===== src/rtl/data_debounce_pkg.sv =====
// Shared types and helpers for the per-bit debounce filter.
package data_debounce_pkg;

    typedef enum logic {
        ST_STABLE  = 1'b0,
        ST_PENDING = 1'b1
    } deb_state_t;

    localparam int MAX_STABLE_CNT = 1 << 20;

    // Counter must hold values up to stable_cnt-1; one extra bit of headroom keeps width >= 1.
    function automatic int cnt_width(input int stable_cnt);
        return $clog2(stable_cnt + 1);
    endfunction

endpackage


===== src/rtl/data_debounce_bit.sv =====
// One bit of the debounce filter: mismatch counter, 2-state FSM, output register, edge pulses.
// Edge pulses are generated only when DATA_DEBOUNCE_EDGE_EN is defined; otherwise rise/fall are tied low.
module data_debounce_bit
    import data_debounce_pkg::*;
#(
    parameter int   STABLE_CNT = 1000,
    parameter logic INIT_VAL   = 1'b0
) (
    input  logic clk,
    input  logic rst,
    input  logic din,
    output logic dout,
    output logic rise,
    output logic fall
);

    localparam int             CW   = cnt_width(STABLE_CNT);
    localparam logic [CW-1:0]  LAST = CW'(STABLE_CNT - 1);

    deb_state_t    state;
    deb_state_t    state_nxt;
    logic [CW-1:0] cnt;
    logic [CW-1:0] cnt_nxt;
    logic          q_nxt;
    logic          mismatch;
    logic          update;

    assign mismatch = (din != dout);
    assign update   = mismatch && (cnt == LAST);

    always_ff @(posedge clk or posedge rst) begin
        if (rst) begin
            state <= ST_STABLE;
            cnt   <= '0;
            dout  <= INIT_VAL;
        end else begin
            state <= state_nxt;
            cnt   <= cnt_nxt;
            dout  <= q_nxt;
        end
    end

    always_comb begin
        state_nxt = ST_STABLE;
        if (mismatch && !update) begin
            state_nxt = ST_PENDING;
        end
    end

    // ST_STABLE implies cnt == 0, so the first mismatch always loads 1.
    always_comb begin
        cnt_nxt = '0;
        q_nxt   = dout;
        if (update) begin
            q_nxt = din;
        end else if (mismatch) begin
            cnt_nxt = (state == ST_PENDING) ? cnt + CW'(1) : CW'(1);
        end
    end

`ifdef DATA_DEBOUNCE_EDGE_EN
    always_ff @(posedge clk or posedge rst) begin
        if (rst) begin
            rise <= 1'b0;
            fall <= 1'b0;
        end else begin
            rise <= update && din;
            fall <= update && !din;
        end
    end
`else
    assign rise = 1'b0;
    assign fall = 1'b0;
`endif

endmodule


===== src/rtl/data_debounce.sv =====
// Per-bit glitch filter with rise/fall pulses, fed from the synchronizer's output bus.
// Edge pulses exist only when DATA_DEBOUNCE_EDGE_EN is defined.
module data_debounce
    import data_debounce_pkg::*;
#(
    parameter int                 D_WIDTH    = 8,
    parameter int                 STABLE_CNT = 1000,
    parameter logic [D_WIDTH-1:0] INIT_VAL   = '0
) (
    input  logic               clk_i,
    input  logic               rst_i,
    input  logic [D_WIDTH-1:0] data_i,
    output logic [D_WIDTH-1:0] data_o,
    output logic [D_WIDTH-1:0] rise_o,
    output logic [D_WIDTH-1:0] fall_o
);

    if (STABLE_CNT < 1) begin : gen_bad_cnt_low
        $error("data_debounce: STABLE_CNT must be at least 1");
    end
    if (STABLE_CNT > MAX_STABLE_CNT) begin : gen_bad_cnt_high
        $error("data_debounce: STABLE_CNT must not exceed 2^20");
    end

    for (genvar k = 0; k < D_WIDTH; k++) begin : gen_bit
        data_debounce_bit #(
            .STABLE_CNT(STABLE_CNT),
            .INIT_VAL  (INIT_VAL[k])
        ) u_bit (
            .clk (clk_i),
            .rst (rst_i),
            .din (data_i[k]),
            .dout(data_o[k]),
            .rise(rise_o[k]),
            .fall(fall_o[k])
        );
    end

endmodule


===== config.mk =====
export PLATFORM = sky130hd
export DESIGN_NAME = data_debounce
export DESIGN_NICKNAME = d
export VERILOG_FILES = /design/src/rtl/data_debounce_pkg.sv /design/src/rtl/data_debounce_bit.sv /design/src/rtl/data_debounce.sv
export SDC_FILE = /design/constraint.sdc
export NUM_CORES = 1
export LEC_CHECK = 0
export CORE_ASPECT_RATIO = 0.6
export CORE_MARGIN = 1.5
export CORE_UTILIZATION = 38
export DETAILED_ROUTE_END_ITERATION = 12
export GPL_ROUTABILITY_DRIVEN = 0
export HOLD_SLACK_MARGIN = 0.1
export PLACE_DENSITY = 0.67
export SLEW_MARGIN = 20
export SYNTH_ARGS = -nofsm -noshare
export SYNTH_HDL_FRONTEND = slang
export SYNTH_SLANG_ARGS = --single-unit

===== constraint.sdc =====
create_clock -name clk_i -period 3 [get_ports clk_i]
set_clock_uncertainty 0.2 [all_clocks]
set_input_delay 0.6 -clock clk_i [delete_from_list [all_inputs] [get_ports clk_i]]
set_output_delay 0.6 -clock clk_i [all_outputs]
set_load 0.01 [all_outputs]

==> out/metrics.csv, run 1 <==
stage,metric,value,unit
placement,Final HPWL DP,5570,µm
floorplan,Die ar.,0.0131,mm²
finish,nets,483,
timing,Worst-Margin Slew,746,ps
logic_synthesis,#FFs+latches synth,96,
clock_network,number of setup buffers added after CTS,0,
worst_setup_path,arrival time worst endpoint,1340,ps
logic_synthesis,synth warn,0,
detailed_routing,Post-route DRC,0,
detailed_routing,drt pass-1 iters,5,
clock_network,CTS Hold Buffers Added,0,
worst_setup_path,crit-path cells,clkdlybuf4s50_1,
clock_network,total CTS buffers,9,
logic_synthesis,sequential share of the synthesized area,50.9,%
logic_synthesis,synthesized area per cell,10.4,µm²
placement,Port Buffers,17,
floorplan,IO Pins,34,
floorplan,FP Rows,31,
finish,share of layout cells above drive strength 1,11.1,%
worst_setup_path,CP Capture Type,output port,
worst_setup_path,startpoint types,register,
finish,# diodes,0,
outcome,outcome,finished clean,
global_routing,initial antenna violation count,0,
power,power per cell area,476,mW/mm²
detailed_routing,WL per Instance,12.8,µm
power,leakage,2.09,nW
timing,fmax,468,MHz
clock_network,CTS tree,done,
logic_synthesis,Syn Inst Count,452,
timing,max_slew headroom,50.2,%
clock_network,H-tree depth,3,
global_routing,GRT overflow,0,
global_routing,largest net degree at the start of global routing,69,
floorplan,Die Wd,147,µm
worst_setup_path,Critical-path top delay cell,clkdlybuf4s50_1,
worst_setup_path,CP Buf/Inv Count,1,
floorplan,Die Height,89.3,µm
power,Peak supply drop,0.344,mV
clock_network,CTS Root Buffer Type,clkbuf_16,
clock_network,Clock Sinks,96,
global_routing,first-pass GRT wire length,14200,µm
timing,final hold vios,0,
timing,RSZ-0062 raised after global routing,no,
finish,Non-Filler Instances,635,
logic_synthesis,Yosys cell types,27,
timing,Final setup viols,0,
worst_setup_path,critical path peak fanout,3,
detailed_routing,post-route ant nets,0,
timing,Tcrit/Tclk final,71.2,%
detailed_routing,DRT Wirelength,8110,µm
finish,area grow syn2layout,11.0,%
clock_network,"Clk pin slew, worst setup/hold paths",60,ps
clock_network,Skew-Pair Late Insertion Delay,340,ps
clock_network,clock buffer depth,2,
detailed_routing,DR vias,3250,
logic_synthesis,Mapped Area,0.00472,mm²
timing,Sum Neg Setup Slack,0,ps
worst_setup_path,Required @ worst endpoint,2200,ps
worst_setup_path,WS Path Type,register to output port,
global_routing,vias in the first global route,3062,
worst_hold_path,Hold Path Class,register to register,
floorplan,core area,0.0121,mm²
detailed_routing,DRT iter0 DRCs,158,
finish,post-layout util,43.3,%
flow_run,maxcap violations,0,
detailed_routing,vias per cell,5.12,
global_routing,GRT Util Overall,13.5,%
timing,Max Transition Viols Final,0,
placement,dpl cells,619,
worst_setup_path,crit-path max cell delay,570,ps
worst_setup_path,kind of cell adding the most delay to the critical path,buffers and inverters,
clock_network,PostCTS Resize Cnt,0,
floorplan,initial core utilization,39.0,%
timing,Final min period,2140,ps
metal layers:
layer | part of all wire (%) | up-vias | track usage [%]
met5 | 0 | - | 0
met3 | 3.7 | 11 | 4.03
met2 | 42 | 40 | 21.1
met1 | 53 | 1570 | 18.0
met4 | 1.5 | 0 | 5.18
li1 | - | 1629 | -
cell type report:
class | instances | area (µm²)
Sequential cell | 96 | 2400
Inverter | 27 | 105
Fill cell | 1134 | 6860
Clock buffer | 10 | 229
Tap cell | 165 | 206
Timing Repair Buffer | 19 | 198
Clock inverter | 6 | 46.3
Multi-Input combinational cell | 312 | 2050
per-stage QoR:
step                      total power [W]  worst slack (ps)  hold slack, ps  instance area (µm²)
after CTS                         0.00254               836             263                 5240
after global placement            0.00147               922             250                 4970
after global routing              0.00261               822             281                 5240
after floorplan                   0.00144              1070             236                 4780
after detailed placement          0.00147               847             255                 4970
final                             0.00249               863             265                 5240
sequential cells by signal (all words and copies together) (netlist names):
| name | count |
|---|---|
| gen_bit.u_bit.cnt | 80 |
| gen_bit.u_bit.dout | 8 |
| gen_bit.u_bit.state | 8 |
cells in the final DEF, fill, tap and decap left out:
cell type,netlist,routed
a21oi_2,4,4
clkinv_2,0,1
inv_1,27,26
a211oi_1,4,4
buf_4,24,1
a21oi_1,40,40
ha_1,8,8
xor2_1,22,22
or4_1,12,12
nand4b_1,8,8
buf_12,0,1
clkinvlp_4,0,3
o311ai_2,8,8
or3_1,20,20
nor2_1,36,36
nand4_2,6,6
clkinv_4,0,3
clkbuf_1,0,1
o31ai_1,20,20
mux2_2,8,8
dfrtp_1,96,96
or3_2,4,4
conb_1,1,16
nor3_1,8,8
or4_4,4,4
nand4_1,12,12
clkbuf_16,0,9
nand2_1,14,14
xnor2_1,10,10
clkdlybuf4s50_1,0,17
nand3_1,24,24
o21ai_0,24,24
kinds of logic after synthesis:
group / after synthesis / share of synthesized area, %
mux: 8 / 1.91
other cells: 1 / 0.0794
simple gates: 148 / 18.2
flops: 96 / 50.9
buf+inv: 59 / 6.81
fa+ha+maj: 8 / 2.12
compound gates: 100 / 14.1
xor+xnor: 32 / 5.94
where the power goes:
group	switching, W	total (W)	internal, W	leakage, nW
combinational	0.0000746	0.000112	0.0000373	0.660
clock	0.000487	0.00105	0.000564	0.129
sequential	0.0000172	0.00133	0.00131	1.30
total	0.000579	0.00249	0.00192	2.09
cell usage after synthesis:
cell      count  share of area, %
a211oi_1      4              0.64
a21oi_1      40               4.2
a21oi_2       4              0.74
buf_2         3              0.32
buf_4        24               3.8
clkbuf_2      5              0.53
conb_1        1             0.079
dfrtp_1      96                51
ha_1          8               2.1
inv_1        27               2.1
mux2_2        8               1.9
nand2_1      14               1.1
nand3_1      24               2.5
nand4_1      12               1.6
nand4_2       6               1.6
nand4b_1      8               1.5
nor2_1       36               2.9
nor3_1        8              0.85
o21ai_0      24               2.5
o311ai_2      8               2.8
o31ai_1      20               3.2
or3_1        20               2.6
or3_2         4              0.64
or4_1        12               1.9
or4_4         4              0.95
xnor2_1      10               1.9
xor2_1       22               4.1
worst register-to-register path: cells and delay by family (launching register included):
family | cells | cell delay, ps
DFF | 1 | 390
adders and majority gates | 1 | 240
AOI/OAI and AO/OA | 1 | 670
and+or+nand+nor | 2 | 320
final timing paths:
check	depth (start not counted)	end	slack, ps	start
min reg2reg	1	gen_bit[4].u_bit.cnt[0]	270	gen_bit[4].u_bit.state
max in group asynchronous	3	gen_bit[3].u_bit.cnt[2]	1530	rst_i
min in group asynchronous	2	gen_bit[0].u_bit.state	410	rst_i
max reg2reg	4	gen_bit[4].u_bit.cnt[4]	1020	gen_bit[4].u_bit.cnt[0]
min	1	gen_bit[4].u_bit.cnt[0]	270	gen_bit[4].u_bit.state
max	1	data_o[4]	860	gen_bit[4].u_bit.dout
Note: power is estimated with default switching activity, not from simulation.
==> inputs of run 2 (changes only) <==
- PLACE_DENSITY: 0.67 -> 0.65
- clock period: 3 -> 2.2 ns (I/O delays scaled with it)
==> out/metrics.csv, run 2 (same netlist as run 1, synthesis figures left out) <==
stage,metric,value,unit
outcome,outcome,finished clean,
worst_setup_path,CP Capture Type,register,
timing,max_slew headroom,51.5,%
floorplan,Die Wd,147,µm
detailed_routing,Post-route DRC,0,
power,Pwr Total,0.00350,W
floorplan,Die ar.,0.0131,mm²
timing,final setup margin,258,ps
finish,Largest register FFs,80,
flow_run,maxcap violations,0,
worst_setup_path,FF-to-FF path depth,4,
finish,post-layout util,43.9,%
clock_network,Skew-Pair Late Insertion Delay,340,ps
worst_setup_path,crit-path max cell delay,660,ps
worst_setup_path,crit-path cells,ha_1 -> nand4b_1 -> o311ai_2 -> nor2_1,
finish,"most common cell after layout, fill and taps aside",dfrtp_1,
worst_setup_path,reg2reg end,gen_bit[6].u_bit.cnt[2],
worst_setup_path,startpoint types,register,
finish,# diodes,0,
finish,Non-Filler Instances,637,
detailed_routing,DR vias,3269,
timing,Final min period,1940,ps
global_routing,first-pass GRT wire length,14600,µm
finish,largest register by flop count,gen_bit.u_bit.cnt,
clock_network,H-tree depth,3,
timing,Worst-Margin Slew,727,ps
finish,share of layout cells above drive strength 1,11.7,%
finish,Fillers,1154,
power,power per cell area,658,mW/mm²
global_routing,initial antenna violation count,0,
finish,multi-input logic area,0.00206,mm²
global_routing,GRT Util Overall,13.9,%
finish,register area,0.00240,mm²
timing,RSZ-0062 raised after global routing,no,
timing,fmax,515,MHz
clock_network,total CTS buffers,9,
global_routing,largest net degree at the start of global routing,24,
worst_setup_path,Required @ worst endpoint,2200,ps
detailed_routing,drt pass-1 iters,4,
finish,area grow syn2layout,12.6,%
global_routing,GRT overflow,0,
floorplan,initial core utilization,39.0,%
worst_setup_path,Critical-path top delay cell,o311ai_2,
clock_network,clock buffer depth,2,
clock_network,Clock Sinks,96,
placement,"worst slack, placed",222,ps
power,leakage,2.13,nW
floorplan,Die Height,89.3,µm
detailed_routing,DRT iter0 DRCs,199,
clock_network,"Clk pin slew, worst setup/hold paths",70,ps
timing,Sum Neg Setup Slack,0,ps
worst_setup_path,R2R Setup Slk,260,ps
placement,dpl cells,621,
placement,Final HPWL DP,5590,µm
detailed_routing,vias per cell,5.13,
detailed_routing,post-route ant nets,0,
timing,Max Transition Viols Final,0,
finish,top flop regs,"gen_bit.u_bit.cnt (80), gen_bit.u_bit.dout (8), gen_bit.u_bit.state (8)",
timing,final hold vios,0,
floorplan,IO Pins,34,
worst_setup_path,WS Path Type,register to register,
floorplan,FP Rows,31,
timing,Final setup viols,0,
finish,nets,485,
placement,Port Buffers,17,
floorplan,core area,0.0121,mm²
worst_setup_path,worst r2r src,gen_bit[6].u_bit.cnt[0],
clock_network,CTS Root Buffer Type,clkbuf_16,
timing,Tcrit/Tclk final,88.3,%
worst_hold_path,Hold Path Class,primary input to async pin,
finish,"leading cell types in the layout, fill and taps excluded","dfrtp_1 (96), a21oi_1 (40), nor2_1 (36)",
worst_setup_path,arrival time worst endpoint,1940,ps
worst_setup_path,critical path peak fanout,9,
global_routing,vias in the first global route,3102,
power,Peak supply drop,0.309,mV
detailed_routing,WL per Instance,12.8,µm
clock_network,CTS tree,done,
detailed_routing,DRT Wirelength,8150,µm
==> run 2: worst max-delay path by stage <==
stage / startpoint / to / slack, ps / cells past startpoint
after global routing: gen_bit[6].u_bit.cnt[0] / gen_bit[6].u_bit.cnt[2] / 120 / 4
after detailed placement: data_i[4] / gen_bit[4].u_bit.cnt[5] / 220 / 4
after global placement: data_i[4] / gen_bit[4].u_bit.cnt[8] / 280 / 4
after CTS: gen_bit[7].u_bit.cnt[0] / gen_bit[7].u_bit.cnt[4] / 200 / 4
final: gen_bit[6].u_bit.cnt[0] / gen_bit[6].u_bit.cnt[2] / 260 / 4
after floorplan: rst_i / gen_bit[0].u_bit.cnt[0] / 430 / 1
==> run 2: cell type report <==
class / instances / share of cell area (%)
clock inverter: 6 / 0.941
tap: 165 / 3.88
clock buffer: 10 / 4.49
timing repair buffer: 21 / 4.71
inverter: 27 / 1.98
sequential: 96 / 45.2
multi-input combinational: 312 / 38.8
==> run 2: timing repair <==
action | 4_1_cts | 5_1_grt
hold buffers | 0 | 0
resized for setup | 0 | 1
buffers inserted | 0 | 0
endpoints found under the setup margin | 0 | 1
==> run 2: per-layer routing <==
metal | global-route usage, % | share of wire (%)
met3 | 4.34 | 2.8
met4 | 4.55 | 1.3
met5 | 0 | 0
met2 | 21.7 | 45
met1 | 18.6 | 51
==> run 2: critical path: cells and delay by family, from the launching register on <==
kind,cells,cell delay (ps)
AOI/OAI and AO/OA,1,660
adders and majority gates,1,250
DFF,1,370
and+or+nand+nor,2,310
==> run 2: power breakdown <==
part           total [W]  internal (W)  switching [W]  leakage, nW
sequential       0.00181       0.00179      0.0000227         1.30
clock            0.00152      0.000814       0.000706        0.141
combinational   0.000165     0.0000607       0.000105        0.684
==> run 2: stage by stage <==
| step | hold slack, ps | instance area, µm² |
|---|---|---|
| global route | 296 | 5320 |
| global placement | 252 | 5020 |
| detailed placement | 252 | 5020 |
| floorplan | 236 | 4780 |
| CTS | 263 | 5310 |
| finish | 261 | 5320 |
